**src/rtl/dmem_pkg.sv**
```systemverilog
// Shared definitions for the data-memory arbiter: FSM encoding, memory size
// defaults and the request legality check.
package dmem_pkg;

    localparam int MEM_BYTES_DEF = 32;
    localparam int ADDR_W_DEF    = 32;

    typedef enum logic [1:0] {
        ST_IDLE   = 2'd0,
        ST_ACCESS = 2'd1,
        ST_RESP   = 2'd2
    } state_t;

    // Misaligned or beyond the last full word; the address is widened to 64 bits
    // so the unsigned compare stays exact for any ADDR_W up to 64.
    function automatic logic addr_err(input logic [63:0] addr, input int unsigned mem_bytes);
        return (addr[1:0] != 2'b00) || (addr > (64'(mem_bytes) - 64'd4));
    endfunction

endpackage

```
**src/rtl/rr_arb2.sv**
```systemverilog
// Two-requester round-robin picker; on contention the port not granted last wins.
module rr_arb2 (
    input  logic       clk_i,
    input  logic       reset,
    input  logic [1:0] req,
    input  logic       en,
    output logic [1:0] gnt
);

    logic last;

    // NOTE: every output of a combinational block gets a default first, otherwise
    // an unassigned path infers a latch.
    always_comb begin
        gnt = 2'b00;
        if (en) begin
            if (req == 2'b11) gnt = last ? 2'b01 : 2'b10;
            else              gnt = req;
        end
    end

    // NOTE: sequential state uses non-blocking assignments so every flop samples
    // pre-edge values regardless of block ordering.
    always_ff @(posedge clk_i or posedge reset) begin
        if (reset)     last <= 1'b1;
        else if (|gnt) last <= gnt[1];
    end

endmodule

```
**src/rtl/dmem_arbiter.sv**
```systemverilog
// Two-port round-robin arbiter and sequencer for the single-ported data memory:
// grant in IDLE, one-cycle memory strobe in ACCESS, one-cycle response in RESP.
module dmem_arbiter
    import dmem_pkg::*;
#(
    parameter int MEM_BYTES = MEM_BYTES_DEF,
    parameter int ADDR_W    = ADDR_W_DEF
) (
    input  logic              clk_i,
    input  logic              reset,
    input  logic              req0_i,
    input  logic              we0_i,
    input  logic [ADDR_W-1:0] addr0_i,
    input  logic [31:0]       wdata0_i,
    output logic              gnt0_o,
    output logic              rvalid0_o,
    output logic [31:0]       rdata0_o,
    output logic              err0_o,
    input  logic              req1_i,
    input  logic              we1_i,
    input  logic [ADDR_W-1:0] addr1_i,
    input  logic [31:0]       wdata1_i,
    output logic              gnt1_o,
    output logic              rvalid1_o,
    output logic [31:0]       rdata1_o,
    output logic              err1_o,
    output logic [ADDR_W-1:0] mem_addr_o,
    output logic [31:0]       mem_wdata_o,
    output logic              mem_we_o,
    output logic              mem_re_o,
    input  logic [31:0]       mem_rdata_i,
    output logic              busy_o
);

    state_t            state;
    logic [1:0]        gnt;
    logic              owner;
    logic              lat_we;
    logic              lat_err;
    logic              win_we;
    logic [ADDR_W-1:0] win_addr;
    logic [31:0]       win_wdata;
    logic              win_err;
    logic [31:0]       resp_data;

    // Reset gates the enable so a request coinciding with reset is never granted.
    rr_arb2 u_arb (
        .clk_i (clk_i),
        .reset (reset),
        .req   ({req1_i, req0_i}),
        .en    ((state == ST_IDLE) && !reset),
        .gnt   (gnt)
    );

    assign gnt0_o = gnt[0];
    assign gnt1_o = gnt[1];
    assign busy_o = (state != ST_IDLE);

    always_comb begin
        win_we    = gnt[1] ? we1_i    : we0_i;
        win_addr  = gnt[1] ? addr1_i  : addr0_i;
        win_wdata = gnt[1] ? wdata1_i : wdata0_i;
        win_err   = addr_err(64'(win_addr), MEM_BYTES);
        resp_data = (lat_we || lat_err) ? 32'd0 : mem_rdata_i;
    end

    // Strobes are registered on the grant edge so they are high for the whole
    // ACCESS cycle, and an async reset in ACCESS drops them before the commit edge.
    always_ff @(posedge clk_i or posedge reset) begin
        if (reset) begin
            state       <= ST_IDLE;
            owner       <= 1'b0;
            lat_we      <= 1'b0;
            lat_err     <= 1'b0;
            mem_addr_o  <= '0;
            mem_wdata_o <= '0;
            mem_we_o    <= 1'b0;
            mem_re_o    <= 1'b0;
            rvalid0_o   <= 1'b0;
            rdata0_o    <= '0;
            err0_o      <= 1'b0;
            rvalid1_o   <= 1'b0;
            rdata1_o    <= '0;
            err1_o      <= 1'b0;
        end else begin
            case (state)
                ST_IDLE: begin
                    if (|gnt) begin
                        owner       <= gnt[1];
                        lat_we      <= win_we;
                        lat_err     <= win_err;
                        mem_addr_o  <= win_addr;
                        mem_wdata_o <= win_wdata;
                        mem_we_o    <= win_we && !win_err;
                        mem_re_o    <= !win_we && !win_err;
                        state       <= ST_ACCESS;
                    end
                end
                ST_ACCESS: begin
                    mem_we_o <= 1'b0;
                    mem_re_o <= 1'b0;
                    if (owner) begin
                        rvalid1_o <= 1'b1;
                        rdata1_o  <= resp_data;
                        err1_o    <= lat_err;
                    end else begin
                        rvalid0_o <= 1'b1;
                        rdata0_o  <= resp_data;
                        err0_o    <= lat_err;
                    end
                    state <= ST_RESP;
                end
                ST_RESP: begin
                    rvalid0_o <= 1'b0;
                    rvalid1_o <= 1'b0;
                    state     <= ST_IDLE;
                end
                default: state <= ST_IDLE;
            endcase
        end
    end

endmodule
```
**config.mk**
```make
export PLATFORM = sky130hd
export DESIGN_NAME = dmem_arbiter
export DESIGN_NICKNAME = d
export VERILOG_FILES = /design/src/rtl/dmem_pkg.sv /design/src/rtl/rr_arb2.sv /design/src/rtl/dmem_arbiter.sv
export SDC_FILE = /design/constraint.sdc
export NUM_CORES = 1
export LEC_CHECK = 0
export ABC_AREA = 1
export CAP_MARGIN = 20
export CORE_MARGIN = 10
export CORE_UTILIZATION = 46
export CTS_BUF_LIST = sky130_fd_sc_hd__clkbuf_8
export CTS_CLUSTER_SIZE = 14
export DETAILED_ROUTE_END_ITERATION = 16
export GPL_TIMING_DRIVEN = 0
export PLACE_DENSITY = 0.89
export SETUP_SLACK_MARGIN = 0.05
export SLEW_MARGIN = 30
export SYNTH_ARGS = -nofsm -noshare
export SYNTH_HDL_FRONTEND = slang
export SYNTH_SLANG_ARGS = --single-unit
```
**constraint.sdc**
```tcl
create_clock -name clk_i -period 14.3 [get_ports clk_i]
set_clock_uncertainty 0.2 [all_clocks]
set_input_delay 2.86 -clock clk_i [delete_from_list [all_inputs] [get_ports clk_i]]
set_output_delay 2.86 -clock clk_i [all_outputs]
set_load 0.05 [all_outputs]
```
==> results of run 1 <==
## flip-flops by register name, summed over array words and instances (netlist names)
signal and count:
err0_o 1, err1_o 1, lat_err 1, lat_we 1, mem_addr_o 32, mem_re_o 1
mem_wdata_o 32, mem_we_o 1, owner 1, rdata0_o 32, rdata1_o 32, rvalid0_o 1
rvalid1_o 1, state 2, u_arb.last 1
## through the flow
| stage | cells | worst slack [ps] | utilization [%] | area, um2 | hold slack, ps |
|---|---|---|---|---|---|
| 2_1_floorplan | 823 | 7360 | - | 6390 | 245 |
| 3_3_place_gp | 1305 | 5450 | 70.0 | 9640 | 252 |
| 3_5_place_dp | 1306 | 5990 | 70.2 | 9680 | 257 |
| 4_1_cts | 1338 | 5980 | 73.4 | 10100 | 276 |
| 5_1_grt | 1338 | 5910 | 73.4 | 10100 | 303 |
| 6_report | 1338 | 5990 | 73.4 | 10100 | 271 |
## layout by cell type, fill, tap and decap left out, types with 3 or more instances in the layout
| cell type | synthesis | routed |
|---|---|---|
| dfrtp_1 | 139 | 139 |
| a31oi_1 | 39 | 39 |
| o21ai_0 | 30 | 30 |
| buf_4 | 4 | 4 |
| nand3b_1 | 20 | 20 |
| inv_1 | 62 | 63 |
| buf_1 | 4 | 4 |
| clkdlybuf4s50_1 | 0 | 302 |
| bufinv_16 | 0 | 4 |
| nand3_1 | 11 | 11 |
| nand2_1 | 372 | 372 |
| clkinvlp_4 | 0 | 3 |
| clkbuf_1 | 25 | 25 |
| nor2_1 | 85 | 85 |
| inv_2 | 6 | 6 |
| clkinv_2 | 1 | 4 |
| mux2i_1 | 3 | 3 |
| buf_2 | 9 | 9 |
| clkbuf_8 | 0 | 19 |
## cell type report
type	instances	area, um2
clock inverter	13	174
sequential	140	3500
fill	1021	3660
clock buffer	19	262
buffer	44	206
inverter	69	268
multi-input combinational	570	2420
timing repair buffer	303	3050
tap	180	225
## worst register-to-register path: stages, from the launching register on
cell	delay [ps]
dfstp_2	560
a21oi_2	60
nand2_2	110
inv_2	110
nor2_4	240
clkinv_2	180
clkbuf_1	270
nor2_1	160
a31oi_1	70
## metal layers
| layer | track usage [%] | wire (um) | vias up |
|---|---|---|---|
| met5 | 0 | 0 | - |
| li1 | - | - | 3183 |
| met1 | 27.4 | 8770 | 3096 |
| met2 | 40.2 | 11400 | 285 |
| met4 | 9.39 | 731 | 0 |
| met3 | 9.46 | 2300 | 49 |
## cells by family after synthesis
group           count (synthesis)
flops                         140
simple gates                  494
compound gates                 73
buf+inv                       113
mux                             3
## cell usage after synthesis (4+ instances only)
cell type  instances  share of area (%)
a31oi_1           39                3.8
buf_1              4               0.23
buf_2              9               0.70
buf_4              4               0.47
clkbuf_1          25                1.5
dfrtp_1          139                 54
inv_1             62                3.6
inv_2              6               0.35
nand2_1          372                 22
nand3_1           11               0.86
nand3b_1          20                2.3
nor2_1            85                5.0
o21ai_0           30                2.3
## power breakdown
part / switching, uW / internal, uW
Clock: 151 / 197
Combinational: 823 / 374
Sequential: 80.4 / 541
Total: 1050 / 1110
## worst max path at each step
stage / start / to / slack (ps)
6_report: reset / gnt1_o / 5990
5_1_grt: reset / gnt1_o / 5910
4_1_cts: reset / gnt1_o / 5980
3_5_place_dp: reset / gnt1_o / 5990
3_3_place_gp: reset / mem_wdata_o[24] / 5450
2_1_floorplan: req1_i / gnt1_o / 7360
==> flow_summary.yaml, run 1 <==
cts:
  numClockSinks: 140
  post_cts_resized: 0
  clockBufferDepth: 2
  insertion_delay_ps: 460
  h-tree-depth: 4
  post-cts-setup-buffers: 0
  numCtsBuffers: 17
  cts_tree: "built"
  clk_pin_slew_ps: 70
  cts_hold_buffers: 0
  cts-root-buf: "clkbuf_8"
route:
  drc: 0
  vias: 6613
  post_drt_wl_per_cell_um: 17.4
  ant_nets: 0
  drtIter0Drc: 506
  vias_per_cell: 4.94
  drt_wl_total_um: 23200
  drt-pass1-iter-count: 5
hold_path:
  hold_end: "rdata1_o[29]"
  min-delay-start: "rdata1_o[29]"
  hold_path_depth: 2
  hp-class: "flip-flop to flip-flop"
sta:
  fin_crit_sh_pct: 58.1
  final.setup.tns_ps: 0
  min_period_ps: 8310
  rsz0062_at_grt: "false"
  max_freq_mhz: 120
  maxSlewViolCount: 0
  setup_viol: 0
  tightest_slew_ps: 623
  report.final.hold_viol_count: 0
  relSlewSlack_pct: 58.3
floorplan:
  rows: 43
  initial_core_util_pct: 46.4
  boundaryPins: 303
  core_um2: 13800
  die-height_um: 138
  die_width_um: 138
  die-area_um2: 19000
worst_setup_path:
  crit_path_frequent_cell: "clkdlybuf4s50_1"
  crit_path_end_kind: "primary output"
  crit_type: "input port to primary output"
  cp_top_family: "buffers and inverters"
  startpoint_type: "input port"
  cp.depth: 6
  crit_chain: "clkdlybuf4s50_1 > nor2_4 > nand2_2 > inv_2 > clkbuf_1 > clkdlybuf4s50_1"
  slowest_stage: "clkdlybuf4s50_1"
  r2r_slack_ps: 12180
  worstPathMaxFanout: 10
  worstPathArrival_ps: 5250
  required_ps: 11240
  reg2reg_from: "u_arb.last"
  r2r_end: "mem_wdata_o[20]"
  cp_slowest_stage_delay_ps: 910
  worstRegToRegCells: 8
  cp_num_buf_inv: 4
logic_synthesis:
  synth_cells: 823
  synth-compound-area-share_pct: 6.62
  synth_area_um2: 6390
  synth_top_family_by_area: "simple AND/OR/NAND/NOR gates"
  synthAdderAreaFrac_pct: 0
  ys_seq_elements: 140
  synth.avg_cell_area_um2: 7.77
  synthMuxAreaShare_pct: 0.470
  yosys_warnings: 0
  synth-xor-area-share_pct: 0
  synth_cell_types: 24
  synthFlopType: "dfrtp_1"
  syn-num-nets: 989
  synth-seq-area-share_pct: 54.8
  synth_edf_count: 0
  async_reset_ff_share_pct: 100
  post_synth_and_or_nand_nor_area_fraction_pct: 30.8
power_and_ir_drop:
  ir_drop_mv: 0.0997
  power_density_nw_per_um2: 214
  total_power_uw: 2170
  power.leakage_uw: 0.00495
layout:
  nNetsFinal: 1311
  antenna_cells: 0
  drive_gt1_share_pct: 5.35
  area_delta_synth_final_pct: 58.2
run:
  cap_violations: 0
global_route:
  overflow: 0
  grt_pass1_vias: 6662
  antenna_found_initial: 0
  grtUsageTotal_pct: 24.1
  grt_max_degree: 79
  grt_first_pass_wirelength_um: 35500
run_status:
  outcome: "complete, no violations"
place:
  dp_hpwl_um: 18300
  port_buffers: 302
  gp_congestion: 0.905
Note: power is estimated with default switching activity, not from simulation.
==> run 2: changes to the inputs <==
- CORE_UTILIZATION: 46 -> 42
- PLACE_DENSITY: 0.89 -> 0.82
- clock period: 14.3 -> 8.4 ns (I/O delays scaled with it)
==> run 2 against run 1 <==
Global-route usage decreased by 2.5 points. Total power grew 71%. Register-to-register slack lost 5900 ps. Worst hold slack worse by 1.2 ps. Clock power is 82% higher. Highest routed layer unchanged. Setup slack lost 3500 ps. Critical path type unchanged. Count of clock-buffer cells in the layout is 1 higher. Via count fell by 4.0%. First-iteration DRC count down 29%.
==> flow_summary.yaml, run 2 (synthesis gave the netlist of run 1 again) <==
sta:
  maxSlewViolCount: 0
  relSlewSlack_pct: 59.0
  max_freq_mhz: 171
  tightest_slew_ps: 615
  final.setup.tns_ps: 0
  setup_ws_ps: 2540
  rsz0062_at_grt: "false"
  setup_viol: 0
  report.final.hold_viol_count: 0
  fin_hold_ws_ps: 270
  min_period_ps: 5860
  fin_crit_sh_pct: 69.7
cts:
  post-cts-setup-buffers: 0
  insertion_delay_ps: 440
  cts-root-buf: "clkbuf_8"
  numCtsBuffers: 17
  cts_tree: "built"
  post_cts_resized: 0
  clk_pin_slew_ps: 80
  h-tree-depth: 4
  cts_hold_buffers: 0
  clockBufferDepth: 2
  numClockSinks: 140
place:
  gp_congestion: 0.858
  port_buffers: 302
  dp_slack_ps: 2520
  dp_hpwl_um: 17800
floorplan:
  die_width_um: 143
  initial_core_util_pct: 42.5
  die-height_um: 143
  boundaryPins: 303
  core_um2: 15000
  rows: 45
  die-area_um2: 20600
layout:
  drive_gt1_share_pct: 5.45
  area_delta_synth_final_pct: 58.8
  ff_latch_area_um2: 3500
  antenna_cells: 0
  final_common_cell: "nand2_1"
  multi_input_area_um2: 2420
  n_fill_cell: 1239
  nNetsFinal: 1311
  final_cell_mix: "372 x nand2_1, 302 x clkdlybuf4s50_1, 139 x dfrtp_1, 85 x nor2_1, 61 x inv_1"
run_status:
  outcome: "complete, no violations"
hold_path:
  hold_path_depth: 2
  hold_end: "rdata1_o[22]"
  hp-class: "flip-flop to flip-flop"
  min-delay-start: "rdata1_o[22]"
global_route:
  grt_max_degree: 89
  overflow: 0
  grt_pass1_vias: 6442
  grt_first_pass_wirelength_um: 34600
  antenna_found_initial: 0
  grtUsageTotal_pct: 21.6
power_and_ir_drop:
  ir_drop_mv: 0.171
  power_density_nw_per_um2: 366
  power.leakage_uw: 0.00496
worst_setup_path:
  r2r_slack_ps: 6260
  slowest_stage: "clkdlybuf4s50_1"
  r2r_end: "rdata1_o[31]"
  worstPathArrival_ps: 3980
  worstPathMaxFanout: 10
  crit_type: "input port to primary output"
  required_ps: 6520
  worstRegToRegCells: 7
  crit_path_end_kind: "primary output"
  cp_slowest_stage_delay_ps: 890
  startpoint_type: "input port"
  reg2reg_from: "state[0]"
  crit_path_frequent_cell: "clkdlybuf4s50_1"
  crit_chain: "clkdlybuf4s50_1 > nor2_4 > nand2_2 > inv_2 > clkbuf_1 > clkdlybuf4s50_1"
route:
  ant_nets: 0
  drc: 0
  drtIter0Drc: 357
  vias_per_cell: 4.72
  drt-pass1-iter-count: 6
  post_drt_wl_per_cell_um: 16.9
  drt_wl_total_um: 22700
  vias: 6349
run:
  cap_violations: 0
-- run 2: cell type report --
cell class	count	area share [%]
timing repair buffer	303	30.1
multi-input combinational	570	23.9
inverter	69	2.64
tap	188	2.32
buffer	44	2.03
clock buffer	20	2.71
clock inverter	11	1.87
sequential	140	34.5
-- run 2: metrics by stage --
stage | total power, uW | util, % | std cells | area [um2]
final | 3720 | 67.5 | 1345 | 10200
after detailed placement | 3110 | 64.4 | 1314 | 9690
after global placement | 3080 | 64.2 | 1313 | 9650
after CTS | 3750 | 67.5 | 1345 | 10200
after global routing | 3910 | 67.5 | 1345 | 10200
after floorplan | 2330 | - | 823 | 6390
-- run 2: worst max path at each step --
stage	cells after the start	slack, ps	startpoint	to
global placement	2	700	reset	rdata1_o[16]
CTS	6	2510	reset	gnt1_o
detailed placement	6	2520	reset	gnt1_o
finish	6	2540	reset	gnt1_o
global route	6	2380	reset	gnt1_o
floorplan	1	2770	reset	err0_o
-- run 2: per-layer routing --
metal / part of all wire (%) / up-vias / GRT usage (%)
met1: 39 / 2891 / 25.0
met3: 10 / 25 / 9.08
met2: 49 / 254 / 35.7
met4: 1.7 / 0 / 6.72
li1: - / 3179 / -
met5: 0 / - / 0
-- run 2: power breakdown --
part	internal, uW	switching (uW)	total [uW]
clock	375	258	633
sequential	921	133	1050
combinational	636	1390	2030
total	1930	1780	3720
-- run 2: worst max-delay path, delay by kind of cell --
kind                   cells  cell delay [ps]
buffers and inverters      4             1980
AND/OR/NAND/NOR            2              310
==> run 3: changes to the inputs <==
- clock period: 8.4 -> 5.8 ns (I/O delays scaled with it)
==> results of run 3 <==
The final DEF is identical to that of run 2. Status: complete, no violations.
Main changes from that run: setup slack after placement 2520 ps -> 957 ps; setup slack after layout 2540 ps -> 984 ps; register-to-register setup slack 6260 ps -> 3660 ps; total power 3720 uW -> 5380 uW; worst IR drop on VDD 0.171 mV -> 0.248 mV
